==> src/rtl/display_pkg.sv <==
// Shared definitions for the display command scheduler: engine opcodes and the
// scheduler FSM state encoding.
package display_pkg;

   localparam logic [3:0] CMD_NOP       = 4'h0;
   localparam logic [3:0] CMD_SCROLL    = 4'h1;
   localparam logic [3:0] CMD_POS_CLEAR = 4'h2;
   localparam logic [3:0] CMD_NUMBER    = 4'h3;
   localparam logic [3:0] CMD_LAST      = 4'h3;

   localparam logic [1:0] StIdle  = 2'd0;
   localparam logic [1:0] StIssue = 2'd1;
   localparam logic [1:0] StWait  = 2'd2;

   // Opcodes outside SCROLL..LAST are consumed but never reach the engine.
   function automatic logic cmd_issuable(input logic [3:0] cmd);
      return (cmd >= CMD_SCROLL) && (cmd <= CMD_LAST);
   endfunction

endpackage

==> src/rtl/rr_arbiter.sv <==
// Combinational round-robin picker: searches from last_grant+1 (mod NREQ) and
// returns the first requesting index as both one-hot and binary.
module rr_arbiter #(
   parameter int unsigned NREQ  = 4,
   parameter int unsigned IDX_W = $clog2(NREQ)
) (
   input  logic [NREQ-1:0]  req,
   input  logic [IDX_W-1:0] last_grant,
   output logic [NREQ-1:0]  grant,
   output logic [IDX_W-1:0] grant_idx,
   output logic             grant_valid
);

   logic [IDX_W-1:0] cand;

   always_comb begin
      grant       = '0;
      grant_idx   = '0;
      grant_valid = 1'b0;
      cand        = '0;
      for (int unsigned off = 1; off <= NREQ; off++) begin
         cand = IDX_W'((32'(last_grant) + off) % NREQ);
         if (!grant_valid && req[cand]) begin
            grant_valid = 1'b1;
            grant[cand] = 1'b1;
            grant_idx   = cand;
         end
      end
   end

endmodule

==> src/rtl/display_sched.sv <==
// Display command scheduler: round-robin arbitration of NREQ requesters onto a
// single display engine, with per-requester ownership locks and a stale-lock timeout.
module display_sched
   import display_pkg::*;
#(
   parameter int unsigned NREQ         = 4,
   parameter int unsigned LOCK_TIMEOUT = 255
) (
   input  logic                 clk,
   input  logic                 rst,
   input  logic [NREQ-1:0]      req_valid,
   input  logic [4*NREQ-1:0]    req_cmd,
   input  logic [64*NREQ-1:0]   req_data,
   input  logic [NREQ-1:0]      req_lock,
   output logic [NREQ-1:0]      req_ack,
   output logic [3:0]           disp_cmd,
   output logic [63:0]          disp_data,
   input  logic                 disp_ready,
   output logic                 drop,
   output logic                 busy
);

   localparam int unsigned IDX_W = $clog2(NREQ);
   localparam int unsigned CNT_W =
      ($clog2(LOCK_TIMEOUT + 1) > 8) ? $clog2(LOCK_TIMEOUT + 1) : 8;
   localparam logic [CNT_W-1:0] CNT_LAST  = CNT_W'(LOCK_TIMEOUT - 1);
   localparam logic [IDX_W-1:0] LAST_INIT = IDX_W'(NREQ - 1);

   logic [1:0]       state_q, state_d;
   logic [IDX_W-1:0] last_grant_q, last_grant_d;
   logic             lock_vld_q, lock_vld_d;
   logic [IDX_W-1:0] lock_own_q, lock_own_d;
   logic [CNT_W-1:0] cnt_q, cnt_d;
   logic [NREQ-1:0]  ack_q, ack_d;
   logic             drop_q, drop_d;
   logic [3:0]       cmd_q, cmd_d;
   logic [63:0]      data_q, data_d;
   logic             busy_q, busy_d;

   logic [NREQ-1:0]  owner_mask;
   logic [NREQ-1:0]  eligible;
   logic [NREQ-1:0]  arb_grant;
   logic [IDX_W-1:0] arb_idx;
   logic             arb_valid;
   logic [3:0]       win_cmd;
   logic [63:0]      win_data;
   logic             win_lock;
   logic             owner_idle;

   always_comb begin
      owner_mask = '0;
      for (int i = 0; i < NREQ; i++) begin
         owner_mask[i] = !lock_vld_q || (lock_own_q == IDX_W'(i));
      end
   end

   // A requester being acked this cycle is still showing its consumed command.
   assign eligible   = req_valid & owner_mask & ~ack_q;
   assign owner_idle = lock_vld_q && !req_valid[lock_own_q];

   rr_arbiter #(
      .NREQ  (NREQ),
      .IDX_W (IDX_W)
   ) u_rr_arbiter (
      .req         (eligible),
      .last_grant  (last_grant_q),
      .grant       (arb_grant),
      .grant_idx   (arb_idx),
      .grant_valid (arb_valid)
   );

   always_comb begin
      win_cmd  = '0;
      win_data = '0;
      win_lock = 1'b0;
      for (int i = 0; i < NREQ; i++) begin
         if (arb_grant[i]) begin
            win_cmd  = req_cmd[4*i +: 4];
            win_data = req_data[64*i +: 64];
            win_lock = req_lock[i];
         end
      end
   end

   always_comb begin
      state_d      = state_q;
      last_grant_d = last_grant_q;
      lock_vld_d   = lock_vld_q;
      lock_own_d   = lock_own_q;
      cnt_d        = cnt_q;
      ack_d        = '0;
      drop_d       = 1'b0;
      cmd_d        = cmd_q;
      data_d       = data_q;

      unique case (state_q)
         StIdle: begin
            if (disp_ready && arb_valid) begin
               ack_d        = arb_grant;
               last_grant_d = arb_idx;
               lock_vld_d   = win_lock;
               lock_own_d   = arb_idx;
               cnt_d        = '0;
               if (cmd_issuable(win_cmd)) begin
                  state_d = StIssue;
                  cmd_d   = win_cmd;
                  data_d  = win_data;
               end else begin
                  drop_d = 1'b1;
               end
            end else if (owner_idle) begin
               if (cnt_q == CNT_LAST) begin
                  lock_vld_d = 1'b0;
                  cnt_d      = '0;
               end else begin
                  cnt_d = cnt_q + 1'b1;
               end
            end
         end
         StIssue: begin
            state_d = StWait;
            cmd_d   = CMD_NOP;
         end
         StWait: begin
            if (disp_ready) state_d = StIdle;
         end
         default: state_d = StIdle;
      endcase

      busy_d = (state_d != StIdle);
   end

   always_ff @(posedge clk) begin
      if (rst) begin
         state_q      <= StIdle;
         last_grant_q <= LAST_INIT;
         lock_vld_q   <= 1'b0;
         lock_own_q   <= '0;
         cnt_q        <= '0;
         ack_q        <= '0;
         drop_q       <= 1'b0;
         cmd_q        <= CMD_NOP;
         data_q       <= '0;
         busy_q       <= 1'b0;
      end else begin
         state_q      <= state_d;
         last_grant_q <= last_grant_d;
         lock_vld_q   <= lock_vld_d;
         lock_own_q   <= lock_own_d;
         cnt_q        <= cnt_d;
         ack_q        <= ack_d;
         drop_q       <= drop_d;
         cmd_q        <= cmd_d;
         data_q       <= data_d;
         busy_q       <= busy_d;
      end
   end

   assign req_ack   = ack_q;
   assign drop      = drop_q;
   assign disp_cmd  = cmd_q;
   assign disp_data = data_q;
   assign busy      = busy_q;

endmodule

==> config.mk <==
export PLATFORM = sky130hd
export DESIGN_NAME = display_sched
export DESIGN_NICKNAME = d
export VERILOG_FILES = /design/src/rtl/display_pkg.sv /design/src/rtl/rr_arbiter.sv /design/src/rtl/display_sched.sv
export SDC_FILE = /design/constraint.sdc
export NUM_CORES = 1
export LEC_CHECK = 0
export ABC_AREA = 1
export ABC_CLOCK_PERIOD_IN_PS = 4500
export CAP_MARGIN = 25
export CORE_ASPECT_RATIO = 0.5
export CORE_UTILIZATION = 42
export CTS_CLUSTER_SIZE = 12
export DETAILED_ROUTE_END_ITERATION = 10
export PLACE_DENSITY = 0.88
export SYNTH_ARGS = -nofsm -noshare
export SYNTH_HDL_FRONTEND = slang
export SYNTH_SLANG_ARGS = --single-unit
export TNS_END_PERCENT = 30
==> constraint.sdc <==
create_clock -name clk -period 4.5 [get_ports clk]
set_input_delay 1.125 -clock clk [delete_from_list [all_inputs] [get_ports clk]]
set_output_delay 1.125 -clock clk [all_outputs]
set_load 0.05 [all_outputs]
==> metrics.md <==
| Metric | Value |
|---|---|
| Ys Warns | `0` |
| R2R Setup Slk | `910 ps` |
| Area of the multi-input gates | `0.00360 mm^2` |
| DP Cell Count | `1522` |
| Cell Area, Synth | `0.00610 mm^2` |
| Final period util | `89.0%` |
| Nets | `1634` |
| Fill cell count | `1118` |
| CTS tree | `yes` |
| Commonest non-fill, non-tap cell in the layout | `clkdlybuf4s50_1` |
| First-pass GRT wire length | `39100 um` |
| Tmin final | `4010 ps` |
| Worst ir drop on vdd | `0.548 mV` |
| Vias | `8273` |
| Hpwl dp | `19200 um` |
| Clk root buf | `clkbuf_16` |
| DRT antenna net count | `0` |
| DP Worst Slack | `265 ps` |
| Leak | `4.11 nW` |
| Synth area leaders | `dfxtp_1 (29%), nand2_1 (16%), a21oi_1 (12%), o21ai_0 (8.7%), o21ai_1 (7.5%)` |
| Worst Reg-to-Reg Cells | `17` |
| WL/cell | `16.6 um` |
| Port Buffer Count | `356` |
| Power after layout | `8.50 mW` |
| Post-CTS setup buffer count | `0` |
| Cts repair resizes | `0` |
| Ratio of cells with drive above 1 in the final layout | `4.23%` |
| Max-slew violation count | `0` |
| Area delta synth->final | `64.4%` |
| Setup ws final | `493 ps` |
| Die width | `172 um` |
| RSZ-0062 raised after global routing | `false` |
| Register Area | `0.00178 mm^2` |
| Most frequent cells in the layout | `clkdlybuf4s50_1 (355), nand2_1 (255), a21oi_1 (146)` |
| Cts bufs inserted | `9` |
| CP Max Fanout | `66` |
| Mapped Cells | `1027` |
| Number of H-tree levels | `3` |
| Initial antenna violation count | `1` |
| Final Skew | `7.12 ps` |
| Setup CP Type | `input port to flip-flop` |
| Hold Crit Class | `flip-flop to flip-flop` |
| CTS Hold Buffers Added | `0` |
| Worst R2R End | `disp_data[55]` |
| Placeable Area | `0.0139 mm^2` |
| Clk buf depth | `2` |
| Setup TNS | `0 ps` |
| Critical Path RT | `4770 ps` |
| Non-Filler Instances | `1538` |
| Final hold vios | `0` |
| GR Overflow Total | `0` |
| Drt total wl | `25600 um` |
| Distinct cells, synth | `41` |
| Reg2Reg Launch Point | `last_grant_q[0]` |
| Max_cap viols | `0` |
| Drc violations | `0` |
| Total track usage | `33.5%` |
| Crit path arrival time | `4270 ps` |
| EDFF count, synth | `0` |
| Critical Path Start | `req_valid[0]` |
| Vias in the first global route | `7840` |
| Tightest Pin Transition | `731 ps` |
| Avg Vias per Cell | `5.38` |
| N_diodes | `0` |
| I/O pin cnt | `357` |
| Row Count | `30` |
| Placer congestion estimate | `1.00` |
| Post-Syn Area per Cell | `5.94 um^2` |
| Die Span Y | `87.2 um` |
| Pwr/cell area | `848 mW/mm^2` |
| Ys async rst share | `0%` |
| Most used DFF post-synth | `dfxtp_1` |
| Fmax achieved | `0.250 GHz` |
| Crit end category | `flip-flop` |
| Syn nets | `1320` |
| Register area share after synthesis | `29.2%` |
| Seq cells post-synth | `89` |
| Final setup fails | `0` |
| Status | `finished, final reports clean` |
| Yosys top cell by area | `dfxtp_1` |
| Worst-path clk slew | `70 ps` |
| Initial DRC count | `732` |
| Top cell type's share of synthesized area | `29.2%` |
| Initial Util | `44.0%` |
| Worst setup endpoint | `disp_data[55]` |
| Relative slew slack | `51.3%` |
| Die area | `0.0150 mm^2` |
| Clock Latency Late Sink | `340 ps` |
| Largest net degree at the start of global routing | `68` |
| Drt first pass iters | `5` |
| Worst setup SP type | `input port` |
| Clock sinks | `89` |
## how the worst min path moves through the flow
stage	start	to	slack, ps	cells past startpoint
3_3_place_gp	disp_cmd[3]	disp_cmd[3]	430	2
2_1_floorplan	cnt_q[6]	cnt_q[6]	440	1
6_report	disp_cmd[3]	disp_cmd[3]	450	2
5_1_grt	disp_cmd[2]	disp_cmd[2]	460	2
4_1_cts	disp_cmd[3]	disp_cmd[3]	460	2
3_5_place_dp	disp_cmd[3]	disp_cmd[3]	440	2
## where the power goes
part	switching, mW	total [mW]	internal (mW)
combinational	4.42	6.74	2.31
clock	0.340	0.719	0.379
sequential	0.0955	1.04	0.949
## metrics by stage
stage	utilization (%)	hold slack (ps)	cell area [um^2]
2_1_floorplan	-	443	6100
3_3_place_gp	70.4	433	9750
3_5_place_dp	70.4	440	9750
4_1_cts	72.4	456	10000
5_1_grt	72.4	464	10000
6_report	72.4	452	10000
## cell type report
class / instances / share of cell area (%)
Clock inverter: 7 / 0.512
Timing Repair Buffer: 374 / 37.3
Tap cell: 192 / 2.40
Multi-Input combinational cell: 764 / 35.9
Clock buffer: 9 / 2.25
Inverter: 103 / 3.86
Sequential cell: 89 / 17.8
## cells in the mapped netlist (2+ instances only)
master      n
o211ai_1    3
inv_2       7
nand2_2     3
nand3_2     4
a21oi_2     2
buf_6       6
a211oi_1    2
nand3_1    29
ha_1       10
inv_1      96
nor2_1     84
a31oi_1     2
dfxtp_1    89
buf_4       2
o21ai_0   106
nand4_1     5
o21ai_1    91
a21oi_1   146
clkbuf_1   44
nor4_1      2
buf_1       5
a21boi_1    2
nand2_1   255
or2_0       2
buf_2      14
## logic make-up (layout without fill, tap and decap cells)
family / Yosys count / count (layout) / synth area share (%)
AOI/OAI and AO/OA: 361 / 361 / 30.5
xor gates and xnor gates: 1 / 1 / 0.144
adders and majority gates: 10 / 10 / 2.05
buffers and inverters: 174 / 493 / 11.9
DFF: 89 / 89 / 29.2
and+or+nand+nor: 392 / 392 / 26.2
## flip-flops by register name (all words and copies together), names as in the netlist
| name | count |
|---|---|
| lock_own_q | 2 |
| disp_data | 64 |
| req_ack | 4 |
| last_grant_q | 2 |
| cnt_q | 8 |
| busy | 1 |
| lock_vld_q | 1 |
| disp_cmd | 4 |
| state_q | 2 |
| drop | 1 |
## metal layers
metal | GRT usage, % | share of wire [%] | vias up
met1 | 40.1 | 41 | 3800
met4 | 14.5 | 4.0 | 0
met2 | 57.7 | 48 | 398
met5 | 0 | 0 | -
li1 | - | - | 3996
met3 | 8.22 | 7.4 | 79
## critical path, cell delays in order
cell and delay [ps]:
clkdlybuf4s50_1 490, inv_1 50, nor2_1 150, nand3_1 110, nand2_2 120, nand2_2 80
nand2_4 120, nor2_2 90, a21boi_1 180, nand3_2 360, buf_4 350, inv_2 80
buf_12 280, o21ai_1 110, o21ai_1 150, o21ai_0 160, nand2_1 110, nand2_1 50
nor2_1 80
No activity file was read; power rests on OpenSTA's default activity.
